`config.mk`:
```
export PLATFORM = sky130hd
export DESIGN_NAME = urdhva_seq_multiplier
export DESIGN_NICKNAME = d
export VERILOG_FILES = /design/src/rtl/urdhva_seq_multiplier.sv
export SDC_FILE = /design/constraint.sdc
export NUM_CORES = 1
export LEC_CHECK = 0
export ABC_AREA = 1
export BUFFER_PORTS_ARGS = -buffer_cell sky130_fd_sc_hd__buf_4
export CAP_MARGIN = 25
export CORE_MARGIN = 2
export CORE_UTILIZATION = 25
export DETAILED_ROUTE_END_ITERATION = 8
export HOLD_SLACK_MARGIN = 0.06
export RECOVER_POWER = 100
export SLEW_MARGIN = 20
export SYNTH_ARGS = -nofsm -noshare
export SYNTH_HDL_FRONTEND = slang
export SYNTH_SLANG_ARGS = --single-unit
```
`constraint.sdc`:
```
create_clock -name clk -period 96.8 [get_ports clk]
set_clock_uncertainty 0.2 [all_clocks]
set_input_delay 9.68 -clock clk [delete_from_list [all_inputs] [get_ports clk]]
set_output_delay 9.68 -clock clk [all_outputs]
set_load 0.05 [all_outputs]
```
`src/rtl/urdhva_seq_multiplier.sv`:
```
// Purpose: iterative NxN unsigned multiplier, one vertical-and-crosswise column per clock.
// Latency: product valid 2N-1 cycles after operand acceptance; one result per 2N+1 cycles at best.
// Backpressure: in_ready only in IDLE; DONE holds product stable until out_ready.
module urdhva_seq_multiplier #(
  parameter int N = 8
) (
  input  logic           clk,
  input  logic           rst_n,
  input  logic           in_valid,
  output logic           in_ready,
  input  logic [N-1:0]   a,
  input  logic [N-1:0]   b,
  output logic           out_valid,
  input  logic           out_ready,
  output logic [2*N-1:0] product,
  output logic           busy
);

  // carry never exceeds N-1; column sum plus carry never exceeds 2N-1
  localparam int CW   = $clog2(N);
  localparam int TW   = $clog2(2 * N);
  localparam int KW   = $clog2(2 * N);
  localparam int LAST = 2 * N - 2;

  typedef enum logic [1:0] {
    IDLE    = 2'd0,
    COMPUTE = 2'd1,
    DONE    = 2'd2
  } state_t;

  state_t           state_q, state_d;
  logic [N-1:0]     ra_q, rb_q;
  logic [2*N-1:0]   product_q, product_d;
  logic [CW-1:0]    carry_q, carry_d;
  logic [KW-1:0]    k_q, k_d;

  logic [TW-1:0]    col_sum;
  logic [TW-1:0]    t_sum;
  logic             last_col;
  logic             accept;

  assign last_col = (k_q == KW'(LAST));
  assign accept   = (state_q == IDLE) && in_valid;

  // State register; reset aborts any operation in flight
  always_ff @(posedge clk or negedge rst_n) begin
    if (!rst_n) begin
      state_q <= IDLE;
    end else begin
      state_q <= state_d;
    end
  end

  // Next-state: accept in IDLE, walk 2N-1 columns, hold in DONE until consumed
  always_comb begin
    state_d = state_q;
    case (state_q)
      IDLE:    if (in_valid)  state_d = COMPUTE;
      COMPUTE: if (last_col)  state_d = DONE;
      DONE:    if (out_ready) state_d = IDLE;
      default:                state_d = IDLE;
    endcase
  end

  // Handshake outputs decode directly from state
  always_comb begin
    in_ready  = 1'b0;
    out_valid = 1'b0;
    busy      = 1'b1;
    case (state_q)
      IDLE: begin
        in_ready = 1'b1;
        busy     = 1'b0;
      end
      DONE:    out_valid = 1'b1;
      default: ;
    endcase
  end

  // Crosswise column k: add every partial product ra[i]&rb[j] with i+j==k, then the running carry
  always_comb begin
    col_sum = '0;
    for (int i = 0; i < N; i++) begin
      for (int j = 0; j < N; j++) begin
        if ((i + j) == int'(k_q)) begin
          col_sum = col_sum + TW'(ra_q[i] & rb_q[j]);
        end
      end
    end
    t_sum = col_sum + TW'(carry_q);
  end

  // Datapath next-state: clear on accept, resolve one product bit per COMPUTE cycle
  always_comb begin
    product_d = product_q;
    carry_d   = carry_q;
    k_d       = k_q;
    if (accept) begin
      product_d = '0;
      carry_d   = '0;
      k_d       = '0;
    end else if (state_q == COMPUTE) begin
      product_d[k_q] = t_sum[0];
      carry_d        = CW'(t_sum >> 1);
      k_d            = k_q + KW'(1);
      // final carry is at most 1 and lands in the top product bit
      if (last_col) begin
        product_d[2*N-1] = t_sum[1];
      end
    end
  end

  // Datapath registers; operands are sampled only on the acceptance cycle
  always_ff @(posedge clk or negedge rst_n) begin
    if (!rst_n) begin
      ra_q      <= '0;
      rb_q      <= '0;
      product_q <= '0;
      carry_q   <= '0;
      k_q       <= '0;
    end else begin
      if (accept) begin
        ra_q <= a;
        rb_q <= b;
      end
      product_q <= product_d;
      carry_q   <= carry_d;
      k_q       <= k_d;
    end
  end

  assign product = product_q;

endmodule
```
==> flow_metrics.tcl, run 1 <==
set metrics [dict create \
    fin_crit_ns 35.43 \
    placed_cells 2280 \
    clockRootBuffer "clkbuf_16" \
    worst-setup-path-type "register to register" \
    synth_commonest_cells "527 x nand2_1, 330 x nand3_1, 297 x inv_1" \
    num-fill-cells 4518 \
    grt_pass1_vias 9917 \
    netlist_area_mm2 0.01003 \
    crit_arrival_ns 35.42 \
    regToRegEndpoint "carry_q[2]" \
    period_share 0.3661 \
    r2r_start "k_q[0]" \
    fin_tns_setup_ns 0 \
    rsz0062_at_grt "false" \
    syn-num-nets 1904 \
    fin_cells 2288 \
    end_kind "register" \
    gp_congestion 0.8329 \
    postRouteAntennaNets 0 \
    ys_types 32 \
    area_delta_synth_final_pct 7.060 \
    clk_pin_slew_ns 0.07 \
    holdBufCountCts 0 \
    crit_fanout 6 \
    grt_pass1_wl_mm 47.04 \
    cts_buffers 5 \
    cts_tree "yes" \
    crit_path_start_kind "register" \
    hold-worst-slack_ns 0.2989 \
    yosysTopAreaCellShare 0.1972 \
    dieArea_mm2 0.04174 \
    maxSlewHeadroom -0.6711 \
    clock.fmax_mhz 28.22 \
    yosys_warnings 0 \
    clockBufferDepth 2 \
    syn_inst 1752 \
    drv_slew 79 \
    postCtsSetupBuffers 0 \
    ios 39 \
    clkSinkCount 41 \
    vias 10540 \
    drt_pass1_iterations 5 \
    cts-resized-gates 0 \
    htreeDepth 2 \
    synth_area_leaders "nand2_1 20%, nand3_1 16%, ha_1 16%" \
    maxCapViolCount 2 \
    worst-r2r-setup-slack_ns 61.37 \
    drive_above_1_share 0.1254 \
    diodes 0 \
    holdPathStages 2 \
    avgSynthCellArea_um2 5.725 \
    start_util 0.2530 \
    status "finished with violations" \
    clk_latency_ns 0.30 \
    hp-class "register to register" \
    avgRoutedWirePerCell_um 12.28 \
    grt_start_max_net_pins 42 \
    antenna_found_initial 0 \
    track_usage 0.1372 \
    setup_viol 0 \
    ys_async_sr_fraction 1.000 \
    ys_seq_area_frac 0.1023 \
    wirelength_mm 28.10 \
    holdCritStartpoint "product[5]" \
    violations "capacitance limit, slew limit" \
    holdPathEnd "product[5]" \
    ff2ff_path_depth 219 \
    remaining_drc_errors 0 \
    detailedRoute.firstIterationViolations 541 \
    dp_hpwl_mm 21.55 \
    worst_path_max_delay_cell "dfrtp_1" \
    synth.most_common_cell "nand2_1" \
    synth_top_cell_by_area "nand2_1" \
    overflow 0 \
    worst_slew_pin_slew_ns 2.507 \
    core_area_mm2 0.03964 \
    synth_edf_count 0 \
    cp_slowest_stage_delay_ns 0.44 \
    fin_nets 1914 \
    finalHoldViolCount 0 \
    drt-vias-per-instance 4.604 \
    synth_ff_type "dfrtp_1" \
    die_width_um 204.3 \
    synth_seq_cells 41 \
    crit_path_frequent_cell "nand2_1" \
    cp.required_ns 96.79 \
    fp-row-count 73 \
    port_buffers 38 \
    die_y_um 204.3 \
]
-- flip-flops by register name, summed over array words and instances (netlist names) --
name     count
product     16
ra_q         8
rb_q         8
k_q          4
carry_q      3
state_q      2
-- routing by layer --
metal | GRT usage | part of all wire | wire length, µm
met1 | 0.1787 | 0.46 | 13020
met2 | 0.2409 | 0.46 | 12930
met3 | 0.007334 | 0.046 | 1290
met4 | 0.04529 | 0.031 | 858
met5 | 0 | 0 | 0
-- placed cells by master (no fill, tap or decap), drive strengths merged, types with 4 or more instances in the layout --
master | synthesis | routed
dfrtp | 41 | 41
nand3 | 366 | 366
nand2 | 635 | 635
and2 | 6 | 6
inv | 301 | 301
clkinv | 6 | 7
nor2 | 117 | 117
buf | 4 | 28
a21oi | 18 | 18
ha | 131 | 131
clkbuf | 44 | 28
nand4 | 4 | 4
or2 | 25 | 25
o21ai | 33 | 33
a31oi | 11 | 11
-- kinds of logic after synthesis --
logic type,after synthesis,synth area share
AO/OA/AOI/OAI,66,0.03593
XOR/XNOR,2,0.001747
buffers and inverters,355,0.1579
AND/OR/NAND/NOR,1156,0.5367
flip-flops,41,0.1023
adder cells (fa/ha/maj),132,0.1654
-- layout make-up --
class                   instances  area [µm²]  area share
inverters                     307        1157      0.1078
multi-input cells            1356        7423      0.6913
repair buffers                 51       304.0     0.02831
clock inverters                 3       46.29    0.004311
clock buffers                   5       125.1     0.01165
well taps                     525       656.9     0.06117
flip-flops and latches         41        1026     0.09554
-- worst max-delay path, delay by kind of cell (launching register included) --
kind / cells / cell delay [ns]
AOI/OAI and AO/OA: 15 / 2.70
adders and majority gates: 66 / 18.28
buffers and inverters: 26 / 1.43
DFF: 1 / 0.44
and+or+nand+nor: 112 / 12.24
-- how the worst max path moves through the flow --
stage          cells after the start  slack [ns]     endpoint  startpoint
2_1_floorplan                    219       63.83   carry_q[2]      k_q[0]
3_3_place_gp                     217       62.34  product[15]      k_q[0]
3_5_place_dp                     219       61.52   carry_q[2]      k_q[0]
4_1_cts                          219       61.41   carry_q[2]      k_q[0]
5_1_grt                          221       58.72   carry_q[2]      k_q[0]
6_report                         219       61.37   carry_q[2]      k_q[0]
-- metrics by stage --
stage	area [µm²]	util	setup slack, ns
2_1_floorplan	10030	-	63.83
3_3_place_gp	10650	0.2686	62.34
3_5_place_dp	10650	0.2686	61.52
4_1_cts	10820	0.2729	61.41
5_1_grt	10740	0.2709	58.72
6_report	10740	0.2709	61.37
Power of run 1 is not shown: default switching activity piles up to over one toggle a cycle in this logic, so the estimate is an artifact.
==> run 2: changes to the inputs <==
Clock period 96.8 ns to 32.4 ns, I/O delays scaled along.
==> flow_metrics.tcl, run 2 (synthesized netlist as in run 1, its figures left out) <==
set metrics [dict create \
    status "finished with violations" \
    violations "capacitance limit, slew limit" \
    port_buffers 38 \
    dieArea_mm2 0.04174 \
    finalHoldViolCount 0 \
    clockRootBuffer "clkbuf_16" \
    clockBufferDepth 2 \
    fin_util 0.3566 \
    grt_pass1_vias 11110 \
    setup_viol 0 \
    fin_crit_ns 31.70 \
    fp-row-count 73 \
    die_width_um 204.3 \
    wirelength_mm 33.56 \
    die_y_um 204.3 \
    track_usage 0.1507 \
    fin_nets 2136 \
    clk_latency_ns 0.29 \
    drt_pass1_iterations 5 \
    hp-class "register to register" \
    end_kind "register" \
    drive_above_1_share 0.3531 \
    dpl-instance-area_mm2 0.01154 \
    grt_start_max_net_pins 42 \
    diodes 0 \
    cp.required_ns 32.42 \
    num-fill-cells 4123 \
    crit_arrival_ns 31.72 \
    gp_congestion 0.8766 \
    overflow 0 \
    largest_reg_flops 16 \
    remaining_drc_errors 0 \
    drt-met1-wl_mm 14.42 \
    drv_slew 42 \
    maxSlewHeadroom -0.6311 \
    clkSinkCount 41 \
    cp_slowest_stage_delay_ns 0.45 \
    rsz0062_at_grt "true" \
    fin_tns_setup_ns 0 \
    topRoutingLayerUsed "met4" \
    area_delta_synth_final_pct 40.93 \
    avgRoutedWirePerCell_um 13.37 \
    worst_path_max_delay_cell "fa_1" \
    vias 11750 \
    cts_tree "yes" \
    final_cell_area_mm2 0.01414 \
    layout_common_cells "427 x nand2_1, 314 x nand3_1, 269 x inv_1, 256 x buf_4, 167 x nand2_2" \
    cts_buffers 5 \
    drt-vias-per-instance 4.681 \
    clock.fmax_mhz 31.54 \
    wl_met2_mm 16.19 \
    core_area_mm2 0.03964 \
    final_common_cell "nand2_1" \
    detailedRoute.firstIterationViolations 641 \
    crit_path_frequent_cell "ha_4" \
    crit_path_start_kind "register" \
    antenna_found_initial 0 \
    clk_pin_slew_ns 0.07 \
    postRouteAntennaNets 0 \
    worst-setup-path-type "register to register" \
    ios 39 \
    wl_met3_mm 1.554 \
    period_share 0.9785 \
    crit_fanout 5 \
    start_util 0.2530 \
    worst_slew_pin_slew_ns 2.447 \
    htreeDepth 2 \
    dp_hpwl_mm 22.64 \
    grt_pass1_wl_mm 51.95 \
    maxCapViolCount 1 \
    hold-worst-slack_ns 0.3125 \
]
-- run 2: worst max-delay path, delay by kind of cell, from the launching register on --
kind	cells	cell delay [ns]
compound gates	15	2.50
simple gates	109	10.43
buf+inv	33	2.19
flops	1	0.39
fa+ha+maj	63	15.82
-- run 2: per-layer routing --
layer  vias up  track usage
met4         0      0.04969
met3        88      0.01036
met2       309       0.2707
met1      5363       0.1900
li1       5989            -
met5         -            0
-- run 2: path summary, 6_finish.rpt --
check                           startpoint          end  slack, ns  cells after the start
worst max-delay path                k_q[0]  product[15]       0.70                    220
worst min-delay path            product[8]   product[8]       0.31                      2
worst max register to register      k_q[0]  product[15]       0.70                    220
worst min register to register  product[8]   product[8]       0.31                      2
max in group asynchronous            rst_n      ra_q[5]      27.11                      1
min in group asynchronous            rst_n      ra_q[6]       3.49                      1
-- run 2: layout make-up --
class,instances,area [µm²],area share
multi-input combinational,1356,9010,0.6374
timing repair buffer,273,2102,0.1487
inverter,307,1165,0.08240
sequential,41,1026,0.07258
tap,525,656.9,0.04647
clock buffer,6,138.9,0.009825
clock inverter,2,37.54,0.002655
-- run 2: through the flow --
stage               worst slack, ns  std cells
CTS                         0.01447       2503
finish                       0.6962       2510
floorplan                  0.004484       1752
detailed placement           -2.033       2398
global placement             -1.005       2398
global route                -0.4855       2510
-- run 2: repair_timing --
action / CTS / global route
hold buffers: 0 / 0
buffers inserted: 98 / 28
gates resized for setup: 73 / 257
endpoints found under the setup margin: 19 / 19
pin swaps: 134 / 184
Power of run 2 is left out for the same reason.
==> run 3: changes to the inputs <==
Settings changed: CORE_UTILIZATION 25 to 50, PLACE_DENSITY from default to 0.69.
==> flow_metrics.tcl, run 3 (synthesized netlist as in run 1, its figures left out) <==
set metrics [dict create \
    crit_fanout 2 \
    drt-vias-per-instance 5.466 \
    gp_congestion 0.8692 \
    detailedRoute.firstIterationViolations 982 \
    maxCapViolCount 1 \
    multi_input_area_mm2 0.009072 \
    num-fill-cells 1546 \
    crit_path_frequent_cell "ha_4" \
    fp-row-count 51 \
    die_y_um 145.6 \
    largest_reg_flops 16 \
    remaining_drc_errors 0 \
    ios 39 \
    cp.required_ns 32.42 \
    area_delta_synth_final_pct 35.38 \
    layout_common_cells "428 x nand2_1, 316 x nand3_1, 271 x inv_1, 215 x buf_4, 163 x nand2_2" \
    critPathBufInv 33 \
    crit_family "adder cells" \
    fin_ws_ns 0.1564 \
    clockBufferDepth 2 \
    grt_pass1_vias 11070 \
    track_usage 0.2720 \
    period_share 0.9952 \
    setup_viol 0 \
    final_common_cell "nand2_1" \
    clk_latency_ns 0.29 \
    core_area_mm2 0.01959 \
    fin_util 0.6932 \
    wirelength_mm 34.25 \
    clk_pin_slew_ns 0.07 \
    worst_slew_pin_slew_ns 2.321 \
    port_buffers 38 \
    dieArea_mm2 0.02121 \
    clkSinkCount 41 \
    drive_above_1_share 0.3359 \
    violations "capacitance limit, slew limit" \
    grt_pass1_wl_mm 48.94 \
    maxSlewHeadroom -0.5475 \
    htreeDepth 2 \
    holdBufCountCts 0 \
    drv_slew 42 \
    ff_latch_area_mm2 0.001026 \
    cts_buffers 5 \
    cts_tree "yes" \
    pre_cts_slack_ns -1.894 \
    overflow 0 \
    end_kind "register" \
    start_util 0.5120 \
    clock.fmax_mhz 31.01 \
    cp_slowest_stage_delay_ns 0.48 \
    avgRoutedWirePerCell_um 15.38 \
    grt_start_max_net_pins 42 \
    dp_hpwl_mm 21.05 \
    finalHoldViolCount 0 \
    crit_arrival_ns 32.26 \
    crit_path_start_kind "register" \
    clockRootBuffer "clkbuf_16" \
    hp-class "register to register" \
    fin_crit_ns 32.24 \
    postRouteAntennaNets 0 \
    die_width_um 145.6 \
    status "finished with violations" \
    worst-setup-path-type "register to register" \
    drt_pass1_iterations 6 \
    fin_nets 2113 \
    vias 12170 \
    diodes 0 \
    worst_path_max_delay_cell "fa_1" \
    antenna_found_initial 0 \
]
-- run 3: cell type report --
type,count,share of cell area
flip-flops and latches,41,0.07555
clock buffers,5,0.009214
repair buffers,250,0.1358
inverters,307,0.08560
clock inverters,3,0.001290
well taps,265,0.02442
multi-input cells,1356,0.6681
-- run 3: per-layer routing --
layer / wire length [µm] / GRT usage / up-vias
met5: 0 / 0 / -
met4: 2185 / 0.1152 / 0
met3: 2143 / 0.02006 / 200
met2: 16480 / 0.4912 / 503
met1: 13440 / 0.3331 / 5527
li1: - / - / 5942
-- run 3: through the flow --
step | hold WS, ns | TNS [ns] | cells | area (µm²)
finish | 0.2969 | 0 | 2227 | 13580
global route | 0.3277 | -14.86 | 2227 | 13580
CTS | 0.3035 | 0 | 2216 | 12170
detailed placement | 0.2886 | -33.15 | 2130 | 11160
global placement | 0.2783 | -18.40 | 2130 | 11160
floorplan | 0.2555 | 0 | 1752 | 10040
-- run 3: path summary, 6_finish.rpt --
check | from | endpoint | slack [ns] | cells after the start
setup / recovery | k_q[1] | product[15] | 0.16 | 224
hold / removal | product[4] | product[4] | 0.30 | 2
setup reg to reg | k_q[1] | product[15] | 0.16 | 224
hold reg to reg | product[4] | product[4] | 0.30 | 2
max in group asynchronous | rst_n | rb_q[5] | 27.23 | 1
min in group asynchronous | rst_n | product[10] | 3.44 | 1
-- run 3: tightest hold or removal path, delay by kind of cell, from the launching register on --
family,cells,cell delay [ns]
AND/OR/NAND/NOR,1,0.08
AO/OA/AOI/OAI,1,0.04
flip-flops,1,0.34
-- run 3: what timing repair did --
action,in CTS,in global routing
endpoints found under the setup margin,19,19
buffers inserted,78,24
hold endpoints to repair,0,0
resized for setup,74,257
pin swaps,127,183
Power of run 3 is left out for the same reason.
